File: config.mk
export PLATFORM = sky130hd
export DESIGN_NAME = uart_cmd_rx
export DESIGN_NICKNAME = d
export VERILOG_FILES = /design/src/rtl/uart_cmd_rx.sv
export SDC_FILE = /design/constraint.sdc
export NUM_CORES = 1
export LEC_CHECK = 0
export BUFFER_PORTS_ARGS = -buffer_cell sky130_fd_sc_hd__buf_2
export CORE_AREA = 3 3 95 97
export CTS_CLUSTER_DIAMETER = 120
export DETAILED_ROUTE_END_ITERATION = 10
export DIE_AREA = 0 0 98 100
export REMOVE_ABC_BUFFERS = 1
export SYNTH_ARGS = -nofsm -noshare
export SYNTH_HDL_FRONTEND = slang
export SYNTH_SLANG_ARGS = --single-unit
File: constraint.sdc
create_clock -name clk -period 3.05 [get_ports clk]
set_input_delay 0.61 -clock clk [delete_from_list [all_inputs] [get_ports clk]]
set_output_delay 0.61 -clock clk [all_outputs]
set_load 0.02 [all_outputs]
File: src/rtl/uart_cmd_rx.sv
// UART 8N1 receiver that turns single-byte ASCII commands into CPU control strobes:
// step ('s'/'S'), stretched reset request ('r'/'R') and a hex-digit user data word.
module uart_cmd_rx #(
    parameter int unsigned CLK_HZ           = 50000000,
    parameter int unsigned BAUD             = 115200,
    parameter int unsigned N                = 4,
    parameter int unsigned RST_PULSE_CYCLES = 16
) (
    input  logic         clk,
    input  logic         reset,
    input  logic         rx_in,
    output logic         step_pulse,
    output logic         reset_req,
    output logic [N-1:0] user_data,
    output logic         data_valid,
    output logic         frame_err,
    output logic [7:0]   last_byte
);

    localparam int unsigned CLKS_PER_BIT = CLK_HZ / BAUD;
    localparam int unsigned CW           = $clog2(CLKS_PER_BIT + 1);
    localparam int unsigned RW           = $clog2(RST_PULSE_CYCLES + 1);
    localparam logic [CW-1:0] BIT_LAST   = CW'(CLKS_PER_BIT - 1);
    localparam logic [CW-1:0] HALF_LAST  = CW'(CLKS_PER_BIT / 2 - 1);

    typedef enum logic [2:0] {WAIT_IDLE, IDLE, START, DATA, STOP} state_t;

    state_t          state;
    logic            rx_meta;
    logic            rx_s;
    logic [CW-1:0]   baud_cnt;
    logic [2:0]      bit_idx;
    logic [7:0]      shift;
    logic            byte_done;
    logic [RW-1:0]   rst_cnt;
    logic [RW-1:0]   rst_nxt;
    logic            is_step;
    logic            is_rst;
    logic            is_hex;
    logic [3:0]      hex_val;

    // Command decode of the byte captured by the last good frame
    always_comb begin
        is_step = (shift == 8'h73) || (shift == 8'h53);
        is_rst  = (shift == 8'h72) || (shift == 8'h52);
        is_hex  = 1'b0;
        hex_val = 4'd0;
        if (shift >= 8'h30 && shift <= 8'h39) begin
            is_hex  = 1'b1;
            hex_val = 4'(shift - 8'h30);
        end else if (shift >= 8'h41 && shift <= 8'h46) begin
            is_hex  = 1'b1;
            hex_val = 4'(shift - 8'h37);
        end else if (shift >= 8'h61 && shift <= 8'h66) begin
            is_hex  = 1'b1;
            hex_val = 4'(shift - 8'h57);
        end
    end

    // Reset-request stretcher: a new 'r' reloads, otherwise count down to zero
    always_comb begin
        rst_nxt = rst_cnt;
        if (byte_done && is_rst) begin
            rst_nxt = RW'(RST_PULSE_CYCLES);
        end else if (rst_cnt != '0) begin
            rst_nxt = rst_cnt - RW'(1);
        end
    end

    always_ff @(posedge clk) begin
        if (reset) begin
            rx_meta    <= 1'b1;
            rx_s       <= 1'b1;
            state      <= WAIT_IDLE;
            baud_cnt   <= '0;
            bit_idx    <= '0;
            shift      <= '0;
            byte_done  <= 1'b0;
            rst_cnt    <= '0;
            reset_req  <= 1'b0;
            step_pulse <= 1'b0;
            user_data  <= '0;
            data_valid <= 1'b0;
            frame_err  <= 1'b0;
            last_byte  <= '0;
        end else begin
            rx_meta    <= rx_in;
            rx_s       <= rx_meta;
            byte_done  <= 1'b0;
            frame_err  <= 1'b0;
            step_pulse <= 1'b0;
            data_valid <= 1'b0;
            rst_cnt    <= rst_nxt;
            reset_req  <= (rst_nxt != '0);

            if (byte_done) begin
                last_byte  <= shift;
                step_pulse <= is_step;
                if (is_hex) begin
                    user_data  <= N'(hex_val);
                    data_valid <= 1'b1;
                end
            end

            // Receive FSM: start validated at mid-bit, data and stop sampled at bit centres
            case (state)
                WAIT_IDLE: begin
                    if (rx_s) state <= IDLE;
                end
                IDLE: begin
                    baud_cnt <= '0;
                    if (!rx_s) state <= START;
                end
                START: begin
                    if (baud_cnt == HALF_LAST) begin
                        baud_cnt <= '0;
                        bit_idx  <= '0;
                        state    <= rx_s ? IDLE : DATA;
                    end else begin
                        baud_cnt <= baud_cnt + CW'(1);
                    end
                end
                DATA: begin
                    if (baud_cnt == BIT_LAST) begin
                        baud_cnt       <= '0;
                        shift[bit_idx] <= rx_s;
                        if (bit_idx == 3'd7) state <= STOP;
                        else bit_idx <= bit_idx + 3'd1;
                    end else begin
                        baud_cnt <= baud_cnt + CW'(1);
                    end
                end
                STOP: begin
                    if (baud_cnt == BIT_LAST) begin
                        baud_cnt <= '0;
                        if (rx_s) begin
                            byte_done <= 1'b1;
                            state     <= IDLE;
                        end else begin
                            frame_err <= 1'b1;
                            state     <= WAIT_IDLE;
                        end
                    end else begin
                        baud_cnt <= baud_cnt + CW'(1);
                    end
                end
                default: state <= WAIT_IDLE;
            endcase
        end
    end

endmodule

==> out/metrics.yaml, run 1 <==
ys_top_cells_by_count: "dfxtp_1 (47), nor2_1 (39), nand2_1 (20), mux2i_1 (15), nand3_1 (14)"
syn_area_um2: 2450
antenna_found_initial: 0
drive_gt1_share_pct: 15.1
yosysMostFrequentCell: "dfxtp_1"
slowest_delay_ns: 0.54
synthTopCellsByArea: "dfxtp_1 (38%), mux2i_1 (6.1%), nor2_1 (6.0%)"
cts_inserted_buffers: 5
cts-root-buf: "clkbuf_8"
final_nets: 305
dp_hpwl_mm: 3.42
fp.dieW_um: 98
via_count: 1949
clock_skew_ns: 0.00591
grt_pass1_vias: 1819
path_buf_inv: 0
cts_hold_buf: 0
postRouteAntennaNets: 0
io_pins: 19
cts_tree: "yes"
yosys_warnings: 0
period_share_pct: 60.9
grt_setup_unrepaired: "no"
clk_pin_slew_ns: 0.09
timing.final.ws_setup_ns: 1.19
layoutNonFillerInstCount: 397
outcome: "completed"
maxCapViolCount: 0
ys_seq_elements: 47
start_util_pct: 29.8
crit_slowest_cell: "o21ai_2"
slew_violations: 0
cts_sinks: 47
setup_violations: 0
n_fill_cell: 855
grt_first_pass_wirelength_mm: 8.43
path_class: "flop to flop"
grt_max_degree: 28
dieHeight_um: 100
path_delay_family: "compound AO/OA/AOI/OAI gates"
drt_iter0_drc: 104
clk_path_buf_depth: 2
pre_cts_ws_ns: 1.16
wl_per_cell_um: 12.6
p_leak_nw: 0.981
max-slew-margin-rel_pct: 54.8
period_minus_slack_ns: 1.86
tightest_slew_ns: 0.678
fmax_mhz: 539
cp_data_arrival_time_ns: 2.08
start_kind: "flop"
clk_latency_ns: 0.30
ys_seq_area_share_pct: 38.4
syn_inst: 280
crit_fanout: 16
peakVddDrop_mv: 0.187
h-tree-depth: 2
placedCellCount: 390
rows: 33
synth_top_area_cell: "dfxtp_1"
endpoint_kind: "flop"
reg2reg_slack_ns: 1.19
cts_setup_buffers: 0
overflow: 0
place_congestion: 0.830
synth_area_per_cell_um2: 8.76
power_density_nw_per_um2: 522
ys.flop_type: "dfxtp_1"
grtUsageTotal_pct: 10.3
viasPerCell: 4.91
finalSetupTns_ns: 0
yosysTopAreaCellShare_pct: 38.4
die_area_um2: 9800
portBuffers: 18
area_growth_pct: 10.2
cts_resized: 0
drtPass1Iterations: 4
diodes: 0
synth_async_sr_flop_share_pct: 0
hold_slack_ns: 0.413
worstPathCellList: "nor2b_4 -> a21oi_2 -> o21ai_2 -> a31oi_1 -> o21ai_1"
hold_viol: 0
synth_edf_count: 0
cp.required_ns: 3.28
synth_cell_types: 57
hold_class: "flop to flop"
drc: 0
drt_wl_total_mm: 5.00
core_um2: 8220
[logic make-up (layout without fill, tap and decap cells)]
logic type | count (synthesis) | in the layout | synth area share (%)
AO/OA/AOI/OAI | 46 | 46 | 12.6
buffers and inverters | 28 | 40 | 5.51
XOR/XNOR | 10 | 10 | 3.57
adder cells (fa/ha/maj) | 10 | 10 | 5.10
flip-flops | 47 | 47 | 38.4
multiplexers | 16 | 16 | 6.58
AND/OR/NAND/NOR | 123 | 123 | 28.3
[stage by stage]
step                total power (W)  area, µm²  util [%]
CTS                         0.00142       2700      32.9
global placement           0.000969       2600      31.6
global route                0.00148       2700      32.9
finish                      0.00141       2700      32.9
detailed placement         0.000974       2600      31.6
floorplan                  0.000915       2370         -
[cells in the final DEF, fill, tap and decap left out, drive strengths merged, types with 3 or more instances in the layout]
cell,count
and4bb,3
nand3,14
nor2,40
inv,14
nand2,20
clkbuf,6
o21ai,15
nor3b,3
ha,10
or2,4
buf,19
a21oi,13
nand4b,4
nand4,3
nand4bb,3
mux2i,15
a31oi,7
xor2,3
dfxtp,47
nand3b,4
nor3,7
nor2b,3
xnor2,7
and3,5
[sequential cells by signal (all words and copies together) (netlist names)]
signal,flops
user_data,4
step_pulse,1
rx_s,1
shift,8
frame_err,1
baud_cnt,9
bit_idx,3
reset_req,1
state,3
data_valid,1
byte_done,1
rx_meta,1
rst_cnt,5
last_byte,8
[final timing paths]
kind                 start     endpoint  cells past startpoint
setup / recovery  state[1]  baud_cnt[5]                      5
hold / removal     rx_meta         rx_s                      1
setup reg to reg  state[1]  baud_cnt[5]                      5
hold reg to reg    rx_meta         rx_s                      1
[area by class of cell]
type | count | area [µm²] | share of cell area [%]
multi-input combinational | 205 | 1380 | 50.9
sequential | 47 | 941 | 34.8
tap | 105 | 131 | 4.86
timing repair buffer | 19 | 97.6 | 3.61
clock buffer | 6 | 72.6 | 2.69
inverter | 14 | 52.6 | 1.95
clock inverter | 1 | 30.0 | 1.11
[where the power goes]
group          leakage, nW  total, W  internal (W)  switching (W)
registers            0.381  0.000689      0.000648      0.0000415
clock network       0.0513  0.000445      0.000241       0.000205
logic                0.549  0.000277      0.000117       0.000160
[per-layer routing]
layer	up-vias	track usage, %	wire length [µm]
met2	30	17.1	2270
met1	908	13.4	2470
li1	1006	-	-
met5	-	0	0
met4	0	2.56	53
met3	5	2.85	212
(Power assumes the default switching activity.)
==> inputs of run 2 (changes only) <==
clock period = 1.85 ns   (was 3.05 ns; I/O delays follow)
==> run 2 against run 1 <==
Effect of this change:
- sequential power grew 64%
- clock-buffer cell count shrank 1
- final area grew 4.8%
- global-route usage grew 0.053 points
- core utilization grew 1.6 points
- critical path depth grew 2
- flip-flop and latch count is the same
- largest cell class unchanged
- largest power group unchanged
==> out/metrics.yaml, run 2 (synthesized netlist as in run 1, its figures left out) <==
io_pins: 19
p_sw_share_pct: 28.8
whs_endpoint: "rx_meta"
top_register: "baud_cnt"
p_leak_nw: 1.05
cp.required_ns: 2.08
maxCapViolCount: 0
start_kind: "flop"
clk_latency_ns: 0.30
timing.final.ws_setup_ns: 0.144
seqCellArea_um2: 943
hold_class: "input port to flop"
drc: 0
dp_hpwl_mm: 3.72
n_fill_cell: 844
rows: 33
via_count: 1986
fp.dieW_um: 98
viasPerCell: 4.82
final_common_cell: "dfxtp_1"
period_minus_slack_ns: 1.71
min_from: "rx_in"
multi_input_area_um2: 1390
cp_data_arrival_time_ns: 1.94
grt_first_pass_wirelength_mm: 8.64
cts-root-buf: "clkbuf_8"
period_share_pct: 92.2
cts_inserted_buffers: 5
min_delay_path_depth: 2
drt_iter0_drc: 87
p_int_w: 0.00167
overflow: 0
cts_sinks: 47
endpoint_kind: "flop"
path_class: "flop to flop"
postRouteAntennaNets: 0
reg2reg_depth: 7
cts_hold_buf: 0
r2r_start: "baud_cnt[1]"
clk_pin_slew_ns: 0.09
largest_reg_flops: 9
clock_skew_ns: 0.0108
top_regs: "baud_cnt: 9 flops, last_byte: 8 flops, shift: 8 flops"
clk_path_buf_depth: 2
setup_violations: 0
drtPass1Iterations: 4
dieHeight_um: 100
wl_per_cell_um: 12.3
die_area_um2: 9800
pwr-share-comb_pct: 20.1
tightest_slew_ns: 0.468
drive_gt1_share_pct: 20.5
grt_pass1_vias: 1867
max-slew-margin-rel_pct: 68.7
hold_viol: 0
pwr-share-clk_pct: 31.7
hold_slack_ns: 0.254
grtUsageTotal_pct: 10.4
final_cell_mix: "dfxtp_1 (45), nor2_1 (39), nand2_1 (20)"
reg2reg_slack_ns: 0.14
antenna_found_initial: 0
crit_fanout: 5
fmax_mhz: 586
cts_tree: "yes"
core_um2: 8220
grt_max_degree: 16
h-tree-depth: 2
portBuffers: 18
pwr-share-seq_pct: 48.2
p_sw_w: 0.000674
diodes: 0
grt_setup_unrepaired: "yes"
area_growth_pct: 15.5
power_density_nw_per_um2: 826
slew_violations: 0
drt_wl_total_mm: 5.06
start_util_pct: 29.8
r2r_end: "bit_idx[1]"
outcome: "completed"
pre_cts_ws_ns: 0.106
place_congestion: 0.819
peakVddDrop_mv: 0.281
final_nets: 320
## run 2: power by group through the flow
| stage | clock [W] | sequential (W) | combinational (W) |
|---|---|---|---|
| after CTS | 0.000766 | 0.00113 | 0.000469 |
| after global routing | 0.000793 | 0.00114 | 0.000538 |
| after global placement | 0 | 0.00115 | 0.000455 |
| final | 0.000742 | 0.00113 | 0.000469 |
| after floorplan | 0 | 0.00115 | 0.000354 |
| after detailed placement | 0 | 0.00115 | 0.000469 |
## run 2: per-stage QoR
| stage | cell area [µm²] | total power [W] | setup TNS [ns] | cells | util (%) |
|---|---|---|---|---|---|
| floorplan | 2370 | 0.00151 | 0 | 266 | - |
| global placement | 2700 | 0.00161 | 0 | 403 | 32.8 |
| detailed placement | 2700 | 0.00162 | 0 | 403 | 32.8 |
| CTS | 2800 | 0.00236 | 0 | 410 | 34.1 |
| global route | 2830 | 0.00247 | -0.0202 | 412 | 34.5 |
| finish | 2830 | 0.00234 | 0 | 412 | 34.5 |
## run 2: cell type report
| type | count | share of cell area, % |
|---|---|---|
| multi-input cells | 205 | 49.0 |
| flip-flops and latches | 47 | 33.3 |
| repair buffers | 34 | 7.42 |
| well taps | 105 | 4.64 |
| clock buffers | 5 | 2.43 |
| inverters | 14 | 1.86 |
| clock inverters | 2 | 1.33 |
## run 2: critical path, stage by stage, from the launching register on
cell and delay, ns:
dfxtp_2 0.35, inv_1 0.08, ha_1 0.16, and4bb_2 0.28, nor4b_4 0.21, o211ai_2 0.17
or2_1 0.27, a21oi_2 0.13
## run 2: routing by layer
| metal | part of all wire (%) | vias up | track usage (%) |
|---|---|---|---|
| met1 | 50 | 929 | 13.8 |
| met3 | 3.2 | 7 | 2.43 |
| met5 | 0 | - | 0 |
| met4 | 1.2 | 0 | 3.19 |
| met2 | 45 | 22 | 16.9 |
| li1 | - | 1028 | - |
## run 2: what timing repair did
action | in CTS | in global routing
resized for setup | 0 | 4
setup endpoints to repair | 0 | 11
buffers inserted | 0 | 2
## run 2: worst max path at each step
stage | from | endpoint | cells past startpoint
global placement | baud_cnt[1] | shift[0] | 7
finish | baud_cnt[1] | bit_idx[1] | 7
floorplan | shift[0] | user_data[2] | 7
detailed placement | shift[0] | user_data[2] | 7
CTS | shift[0] | user_data[2] | 7
global route | shift[0] | user_data[2] | 7
